--- src/rtl/fb_write_arbiter.sv ---
// Frame-buffer write arbiter: round-robin blue/red trail writes plus an optional
// full-frame clear engine (enabled by defining FBA_CLEAR_EN).
module fb_write_arbiter #(
  parameter logic [3:0] BLUE_COLOR = 4'h6,
  parameter logic [3:0] RED_COLOR  = 4'h4,
  parameter logic [3:0] BG_COLOR   = 4'h8
) (
  input  logic        Clk,
  input  logic        Reset,
  input  logic        clear_start,
  input  logic        blue_req,
  input  logic [9:0]  blue_x,
  input  logic [9:0]  blue_y,
  input  logic        red_req,
  input  logic [9:0]  red_x,
  input  logic [9:0]  red_y,
  output logic        blue_ack,
  output logic        red_ack,
  output logic        WE,
  output logic [18:0] write_address,
  output logic [15:0] Data_In,
  output logic        busy,
  output logic        clear_done
);

  localparam logic [9:0]  H_RES     = 10'd640;
  localparam logic [9:0]  V_RES     = 10'd480;
  localparam logic [18:0] LAST_ADDR = 19'd153599;

  // Two 4-bit pixels per 16-bit word; upper nibble of each byte unused.
  function automatic logic [15:0] pixel_word(input logic [3:0] color);
    return {4'h0, color, 4'h0, color};
  endfunction

  // y*320 as shift-add so no multiplier is inferred.
  function automatic logic [18:0] pixel_addr(input logic [9:0] x, input logic [9:0] y);
    logic [18:0] y_w;
    y_w = {9'd0, y};
    return (y_w << 8) + (y_w << 6) + {10'd0, x[9:1]};
  endfunction

  function automatic logic on_screen(input logic [9:0] x, input logic [9:0] y);
    return (x < H_RES) && (y < V_RES);
  endfunction

`ifdef FBA_CLEAR_EN
  typedef enum logic {IDLE, CLEAR} state_t;
  state_t state, state_next;
`endif

  logic        prio_red, prio_red_next;   // 1: red wins a tie
  logic        blue_ack_next, red_ack_next, we_next, busy_next, done_next;
  logic [18:0] addr_next;
  logic [15:0] data_next;
  logic        blue_valid, red_valid, grant_blue, grant_red, arb_en;

  // A requester still seeing its ack this cycle has already been served.
  assign blue_valid = blue_req && !blue_ack;
  assign red_valid  = red_req  && !red_ack;
  assign grant_blue = blue_valid && (!red_valid || !prio_red);
  assign grant_red  = red_valid && !grant_blue;

`ifdef FBA_CLEAR_EN
  assign arb_en = (state == IDLE) && !clear_start;
`else
  assign arb_en = 1'b1;
`endif

  always_comb begin
    // NOTE: every combinational output gets a default first so no latch is inferred.
    prio_red_next = prio_red;
    blue_ack_next = 1'b0;
    red_ack_next  = 1'b0;
    we_next       = 1'b0;
    addr_next     = write_address;
    data_next     = Data_In;
    busy_next     = 1'b0;
    done_next     = 1'b0;
`ifdef FBA_CLEAR_EN
    state_next    = state;
`endif

    if (arb_en) begin
      if (grant_blue) begin
        blue_ack_next = 1'b1;
        prio_red_next = 1'b1;
        if (on_screen(blue_x, blue_y)) begin
          we_next   = 1'b1;
          addr_next = pixel_addr(blue_x, blue_y);
          data_next = pixel_word(BLUE_COLOR);
        end
      end else if (grant_red) begin
        red_ack_next  = 1'b1;
        prio_red_next = 1'b0;
        if (on_screen(red_x, red_y)) begin
          we_next   = 1'b1;
          addr_next = pixel_addr(red_x, red_y);
          data_next = pixel_word(RED_COLOR);
        end
      end
    end

`ifdef FBA_CLEAR_EN
    if (state == IDLE && clear_start) begin
      state_next = CLEAR;
      we_next    = 1'b1;
      addr_next  = '0;
      data_next  = pixel_word(BG_COLOR);
      busy_next  = 1'b1;
    end else if (state == CLEAR) begin
      if (write_address == LAST_ADDR) begin
        // Final word already on the bus; hand back to arbitration next cycle.
        state_next = IDLE;
        done_next  = 1'b1;
      end else begin
        we_next   = 1'b1;
        addr_next = write_address + 19'd1;
        data_next = pixel_word(BG_COLOR);
        busy_next = 1'b1;
      end
    end
`endif
  end

  always_ff @(posedge Clk) begin
    if (Reset) begin
`ifdef FBA_CLEAR_EN
      state         <= IDLE;
`endif
      prio_red      <= 1'b0;
      blue_ack      <= 1'b0;
      red_ack       <= 1'b0;
      WE            <= 1'b0;
      write_address <= '0;
      Data_In       <= '0;
      busy          <= 1'b0;
      clear_done    <= 1'b0;
    end else begin
      // NOTE: state registers use non-blocking assignments so all flops update together.
`ifdef FBA_CLEAR_EN
      state         <= state_next;
`endif
      prio_red      <= prio_red_next;
      blue_ack      <= blue_ack_next;
      red_ack       <= red_ack_next;
      WE            <= we_next;
      write_address <= addr_next;
      Data_In       <= data_next;
      busy          <= busy_next;
      clear_done    <= done_next;
    end
  end

endmodule

--- config.mk ---
export PLATFORM = sky130hd
export DESIGN_NAME = fb_write_arbiter
export DESIGN_NICKNAME = d
export VERILOG_FILES = /design/src/rtl/fb_write_arbiter.sv
export SDC_FILE = /design/constraint.sdc
export NUM_CORES = 1
export LEC_CHECK = 0
export BUFFER_PORTS_ARGS = -buffer_cell sky130_fd_sc_hd__buf_4
export CORE_ASPECT_RATIO = 0.9
export CORE_MARGIN = 2
export CORE_UTILIZATION = 45
export CTS_CLUSTER_DIAMETER = 30
export DETAILED_ROUTE_END_ITERATION = 12
export GPL_TIMING_DRIVEN = 0
export PLACE_DENSITY = 0.72
export SKIP_CTS_REPAIR_TIMING = 1
export SYNTH_ARGS = -nofsm -noshare
export SYNTH_HDL_FRONTEND = slang
export SYNTH_SLANG_ARGS = --single-unit
--- constraint.sdc ---
create_clock -name Clk -period 2.85 [get_ports Clk]
set_input_delay 0.285 -clock Clk [delete_from_list [all_inputs] [get_ports Clk]]
set_output_delay 0.285 -clock Clk [all_outputs]
set_load 0.005 [all_outputs]
Word level (Yosys, flattened, before mapping)
Cells that the tools add are included.

Logic and storage cells: 47. Register bits: 39. Output and inout bits: 40.

Mux-type cells: 16. Reduce and logical (&&, ||, !) cells: 16. Eq/ne operators: 1. Magnitude comparators: 4. Add/subtract/negate cells: 4.

Operator list (number): $mux W19 (4); $mux W16 (4); $add A18 B16 Y19 (2); $add A19 B9 Y19 (2); $lt A10 B10 Y1 const B (2); $lt A10 B9 Y1 const B (2); $mux W1 (8); $logic_and A1 B1 Y1 (6); $logic_not A1 Y1 (5); $reduce_bool A2 Y1 (2); $reduce_and A3 Y1 (1); $ne A2 B1 Y1 const B (1); $reduce_or A2 Y1 (1); $logic_or A1 B1 Y1 (1).

Depth between registers and ports, before layout
Gate-level depths: netlist of the first run.

Depth after elaboration: 9. Mapped depth: 10. Mapped depth without buffers: 10.

Least setup slack after synthesis of the first run
No wires, ideal clock.

Path type: input -> register. Start: input red_x[9]. End: register write_address[16]. Stages: 10. Library setup time: 119 ps. Data required time: 2731 ps. Path buffers: 0. Slack: 447 ps. Data arrival time: 2284 ps. Cell sequence: inv_1 > fa_1 > inv_1 > ha_1 > a211oi_1 > o21bai_1 > a21oi_1 > o211ai_1 > xor2_1 > o221a_1.

Longest elaborated chain between the ends: 4.

Ends and longest elaborated chain: from (decl) (RTL line 15) `input logic [9:0] red_x,`; $add A19 B9 Y19 or $lt A10 B10 Y1 (tied branches) (RTL line 39, 43); $mux W19 or $logic_and A1 B1 Y1 (tied branches) (RTL line 95, 43); $mux W19 or $reduce_bool A2 Y1 (tied branches); $mux W19 or $reduce_and A3 Y1 (tied branches); to (signal assigned) (RTL line 147) `write_address <= addr_next;`; to (decl) (RTL line 20) `output logic [18:0] write_address,`.

Several ways; a longest one is shown, not always the timed one. The select of a mux whose other input is x is not followed. A chain may end at the register's enable or synchronous reset.

Worst setup path after layout of the first run
Start: input blue_x[9]. End: register write_address[15].

Longest elaborated chain between the ends: 4.

Ends and longest elaborated chain: from (decl) (RTL line 12) `input logic [9:0] blue_x,`; branches (longest 4 deep; another with $add A19 B9 Y19).

Parallel ways; which one is timed is not known. The select of a mux whose other input is x is not followed.

==> results of run 1 <==
==> cells in the final DEF, fill, tap and decap left out, types with 8 or more instances in the layout <==
cell / instances
o21ai_0: 8
nor2_1: 24
mux2i_1: 9
nand3_1: 8
conb_1: 14
xnor2_1: 11
dfxtp_1: 25
buf_4: 84
a211oi_1: 14
a21oi_1: 10
ha_1: 38
nand2_1: 11
inv_1: 17
==> report_power, final <==
| group | switching (mW) | internal, mW | leakage [nW] | total (mW) |
|---|---|---|---|---|
| Clock | 0.123 | 0.103 | 0.0261 | 0.226 |
| Combinational | 0.263 | 0.260 | 1.27 | 0.523 |
| Sequential | 0.0179 | 0.379 | 0.205 | 0.397 |
==> layout make-up <==
class | instances | area [um^2] | share of cell area, %
clock inverters | 1 | 8.758 | 0.2944
flip-flops and latches | 25 | 500.5 | 16.82
inverters | 17 | 63.81 | 2.145
clock buffers | 3 | 41.29 | 1.388
plain buffers | 23 | 155.1 | 5.214
repair buffers | 67 | 503.0 | 16.90
well taps | 65 | 81.33 | 2.733
multi-input cells | 211 | 1622 | 54.50
==> sequential cells by signal (all words and copies together), names as in the netlist <==
register,cells
write_address,19
Data_In,2
WE,1
blue_ack,1
prio_red,1
red_ack,1
==> kinds of logic after synthesis <==
family / Yosys count / synth area share [%]
multiplexers: 9 / 3.930
adder cells (fa/ha/maj): 42 / 24.24
buffers and inverters: 40 / 9.552
AND/OR/NAND/NOR: 64 / 13.37
flip-flops: 25 / 21.83
AO/OA/AOI/OAI: 67 / 21.18
other: 1 / 0.1636
XOR/XNOR: 15 / 5.731
==> critical path: stages <==
cell	delay [ns]
buf_4	0.08
inv_1	0.05
fa_1	0.53
inv_1	0.06
fa_1	0.45
a21oi_1	0.22
o211ai_1	0.20
o41ai_1	0.35
xnor2_1	0.21
o22ai_1	0.13
nor3_1	0.13
==> layer usage <==
| metal | GRT usage (%) | part of all wire [%] | vias up |
|---|---|---|---|
| li1 | - | - | 1101 |
| met1 | 28.03 | 48 | 956 |
| met2 | 31.07 | 46 | 49 |
| met3 | 2.519 | 4.6 | 7 |
| met4 | 5.172 | 1.0 | 0 |
| met5 | 0 | 0 | - |
==> metrics by stage <==
step	cell area (um^2)	utilization, %
global route	2975	61.16
global placement	2925	60.13
finish	2975	61.16
detailed placement	2925	60.13
CTS	2975	61.16
floorplan	2341	-
==> worst min-delay path by stage <==
stage	slack (ns)	startpoint	endpoint
CTS	0.22	Reset	blue_ack$_SDFF_PP0_
detailed placement	0.46	write_address[10]$_SDFFE_PP0P_	write_address[10]$_SDFFE_PP0P_
floorplan	0.39	Reset	blue_ack$_SDFF_PP0_
finish	0.23	Reset	blue_ack$_SDFF_PP0_
global route	0.22	Reset	blue_ack$_SDFF_PP0_
global placement	0.46	prio_red$_SDFFE_PP0P_	prio_red$_SDFFE_PP0P_
==> results.cfg, run 1 <==
[synth]
netlist.area_leader.share_pct = 21.83
yosysWarnings = 0
syn_inst = 263
yosysTopAreaCell = dfxtp_1
yosys_register_bits = 25
syn_area_per_cell_um2 = 8.716
synth_edf_count = 0
synth_most_common_cell = ha_1
yosys_most_used_dff = dfxtp_1
yosys-top-cells-count = 38 x ha_1, 25 x dfxtp_1, 24 x nor2_1
synth.area.top_cells = dfxtp_1 22%, ha_1 21%, buf_4 5.6%
syn_area_um2 = 2292
yosysUniqueCellTypes = 45
async_flop_share_pct = 0
ys_seq_area_share_pct = 21.83

[placement]
routabilityCongestion = 0.8976
dp_cells = 408
dpl.hpwl_um = 4645
dpl_worst_slack_ns = 0.08498
portBuffers = 67

[routing]
antenna_left = 0
via_per_inst = 5.129
wl_per_cell_um = 13.34
route.detailed.drc = 0
drt_iter0_drc = 88
first_pass_iters = 4
dr_total_vias = 2113
drt-total-wl_um = 5498

[worst_hold_path]
hp-class = in -> reg
whs_path_depth = 2

[floorplan]
fp.dieH_um = 71.71
initial_core_util_pct = 47.12
die_area_um2 = 5682
die_width_um = 79.23
coreArea_um2 = 4865
io_pins = 85
rows = 24

[timing]
final.setup.tns_ns = 0
finalCritPeriodShare_pct = 87.21
period_minus_slack_ns = 2.485
final.setup_skew_ns = 0.003507
setup_violations = 0
slew_violations = 0
hold_ws_ns = 0.2304
rsz0062_at_grt = false
fin_ws_ns = 0.3646
fmax_ghz = 0.4024
finalHoldViolations = 0

[cts]
cts_sinks = 25
numCtsBuffers = 3
clk_pin_slew_ns = 0.09
root_buffer = clkbuf_8
cts_tree = yes
clock_latency_ns = 0.28
clock_path_buffers = 2
htreeDepth = 1

[critical_path]
rr_startpoint = red_ack$_SDFF_PP0_
reg2reg_slack_ns = 1.01
cp.arrival_ns = 2.69
critical_path_class = in -> reg
reg2reg_to = write_address[3]$_SDFFE_PP0P_
worstSetupEndpointType = register
startpoint_type = input port
cp_max_fo = 4
cp_data_required_time_ns = 3.06
worstSetupStartpoint = blue_x[9]
reg2regPathDepth = 7
worstSetupEndpoint = write_address[15]$_SDFFE_PP0P_

[grt]
grt_overflow_total = 0
antenna_found_initial = 0
first_global_vias = 1950
grt_util_all_layers_pct = 19.54
grt_pass1_wl_um = 8976
grt_max_degree = 17

[power_and_ir_drop]
power_mw = 1.146
ir_drop_uv = 171.4
p_leak_nw = 1.502
power.density_nw_per_um2 = 385.3

[finish]
syn_to_final_growth_pct = 29.80
layout-drive-gt1-share_pct = 27.67
fillers = 464
layout.cells.non_filler = 412
layout.nets = 435
antenna_cells = 0

[job]
maxCapViolations = 0

[status]
status = finished clean
(Power assumes the default switching activity.)
==> inputs of run 2 (changes only) <==
- CTS_BUF_LIST: not set -> sky130_fd_sc_hd__clkbuf_2
==> results.cfg, run 2 (synthesis results as in run 1) <==
[critical_path]
cp.arrival_ns = 2.69
crit_path_max_incr_delay_ns = 0.53
cp_data_required_time_ns = 3.16
critPathBufInv = 3
rr_startpoint = red_ack$_SDFF_PP0_
cp_max_fo = 4
reg2reg_slack_ns = 0.95
cpLargestDelayFamily = adder cells
critical_path_class = in -> reg
worstSetupEndpointType = register
startpoint_type = input port
reg2regPathDepth = 7
reg2reg_to = write_address[3]$_SDFFE_PP0P_
crit_chain = buf_4 > inv_1 > fa_1 > inv_1 > fa_1 > a21oi_1 > o211ai_1 > o41ai_1 > xnor2_1 > o22ai_1 > nor3_1
crit_slowest_cell = fa_1

[cts]
numCtsBuffers = 3
clock_latency_ns = 0.37
htreeDepth = 1
clock_path_buffers = 2
root_buffer = clkbuf_2
cts_tree = yes
cts_sinks = 25
clk_pin_slew_ns = 0.28

[timing]
rsz0062_at_grt = false
slew_violations = 0
final.setup.tns_ns = 0
setup_violations = 0
slew_headroom_pct = 65.49
finalCritPeriodShare_pct = 83.55
finalHoldViolations = 0
final.setup_skew_ns = 0.01815
fmax_ghz = 0.4199
tightest_slew_ns = 0.5176
period_minus_slack_ns = 2.381

[grt]
use_met2_pct = 31.45
grt_pass1_wl_um = 8976
met1_usage_pct = 28.03
grt_overflow_total = 0
top_usage_layer = met2
met3_usage_pct = 2.519
grt_util_all_layers_pct = 19.52
first_global_vias = 1937
antenna_found_initial = 0
grt_max_degree = 17

[routing]
drt_iter0_drc = 72
route.detailed.drc = 0
wl_per_cell_um = 13.42
via_per_inst = 5.133
drt-total-wl_um = 5531
antenna_left = 0
dr_total_vias = 2115
first_pass_iters = 4

[placement]
place_area_um2 = 2925
routabilityCongestion = 0.8976
portBuffers = 67
dpl.hpwl_um = 4645

[floorplan]
initial_core_util_pct = 47.12
coreArea_um2 = 4865
rows = 24
fp.dieH_um = 71.71
die_width_um = 79.23
io_pins = 85
die_area_um2 = 5682

[finish]
fin_area_um2 = 2949
layout-drive-gt1-share_pct = 27.67
postLayoutCoreUtil_pct = 60.62
largest_reg_flops = 19
antenna_cells = 0
fillers = 467
final_cell_mix = 84 x buf_4, 38 x ha_1, 25 x dfxtp_1
layout_top_registers = write_address x19, Data_In x2
layout.nets = 435
syn_to_final_growth_pct = 28.66
layout_commonest_cell = buf_4
largest_register = write_address

[worst_hold_path]
hold_end = blue_ack$_SDFF_PP0_
hold_start = Reset
hp-class = in -> reg
whs_path_depth = 2

[power_and_ir_drop]
p_leak_nw = 1.493
power.density_nw_per_um2 = 366.4
power_mw = 1.081
ir_drop_uv = 165.4

[status]
status = finished clean

[job]
maxCapViolations = 0
run 2: changes by cell type in the layout (fill, tap and decap cells not counted):
cell,before,now
clkbuf_8,3,0
clkbuf_2,0,3
run 2: how the worst max path moves through the flow:
stage,from,depth (start not counted),to,slack (ns)
global route,blue_x[9],11,write_address[15]$_SDFFE_PP0P_,0.33
CTS,blue_x[9],11,write_address[15]$_SDFFE_PP0P_,0.50
detailed placement,red_x[9],11,write_address[14]$_SDFFE_PP0P_,0.08
global placement,red_x[9],11,write_address[14]$_SDFFE_PP0P_,0.12
finish,blue_x[9],11,write_address[15]$_SDFFE_PP0P_,0.47
floorplan,red_x[9],10,write_address[16]$_SDFFE_PP0P_,0.45
run 2: cell type report:
| class | instances | area, um^2 | share of cell area (%) |
|---|---|---|---|
| Inverter | 17 | 63.81 | 2.164 |
| Tap cell | 65 | 81.33 | 2.758 |
| Clock inverter | 1 | 8.758 | 0.2970 |
| Multi-Input combinational cell | 211 | 1622 | 54.99 |
| Clock buffer | 3 | 15.01 | 0.5091 |
| Timing Repair Buffer | 67 | 503.0 | 17.06 |
| Buffer | 23 | 155.1 | 5.261 |
| Sequential cell | 25 | 500.5 | 16.97 |
run 2: layer usage:
layer,routed length (um),up-vias,share of wire [%]
met4,56,0,1.0
met3,243,7,4.4
met5,0,-,0
met1,2649,960,48
met2,2582,49,47
li1,-,1099,-
run 2: stage by stage:
| step | setup WS (ns) | cells | hold WS, ns |
|---|---|---|---|
| after global routing | 0.3329 | 412 | 0.05516 |
| final | 0.4687 | 412 | 0.09265 |
| after floorplan | 0.4475 | 276 | 0.3916 |
| after detailed placement | 0.08498 | 408 | 0.4617 |
| after CTS | 0.4999 | 412 | 0.09280 |
| after global placement | 0.1158 | 408 | 0.4580 |
run 2: power breakdown:
group | internal (mW) | total, mW | switching, mW
Combinational | 0.260 | 0.524 | 0.264
Clock | 0.0368 | 0.158 | 0.121
Sequential | 0.380 | 0.398 | 0.0180
Total | 0.677 | 1.08 | 0.403
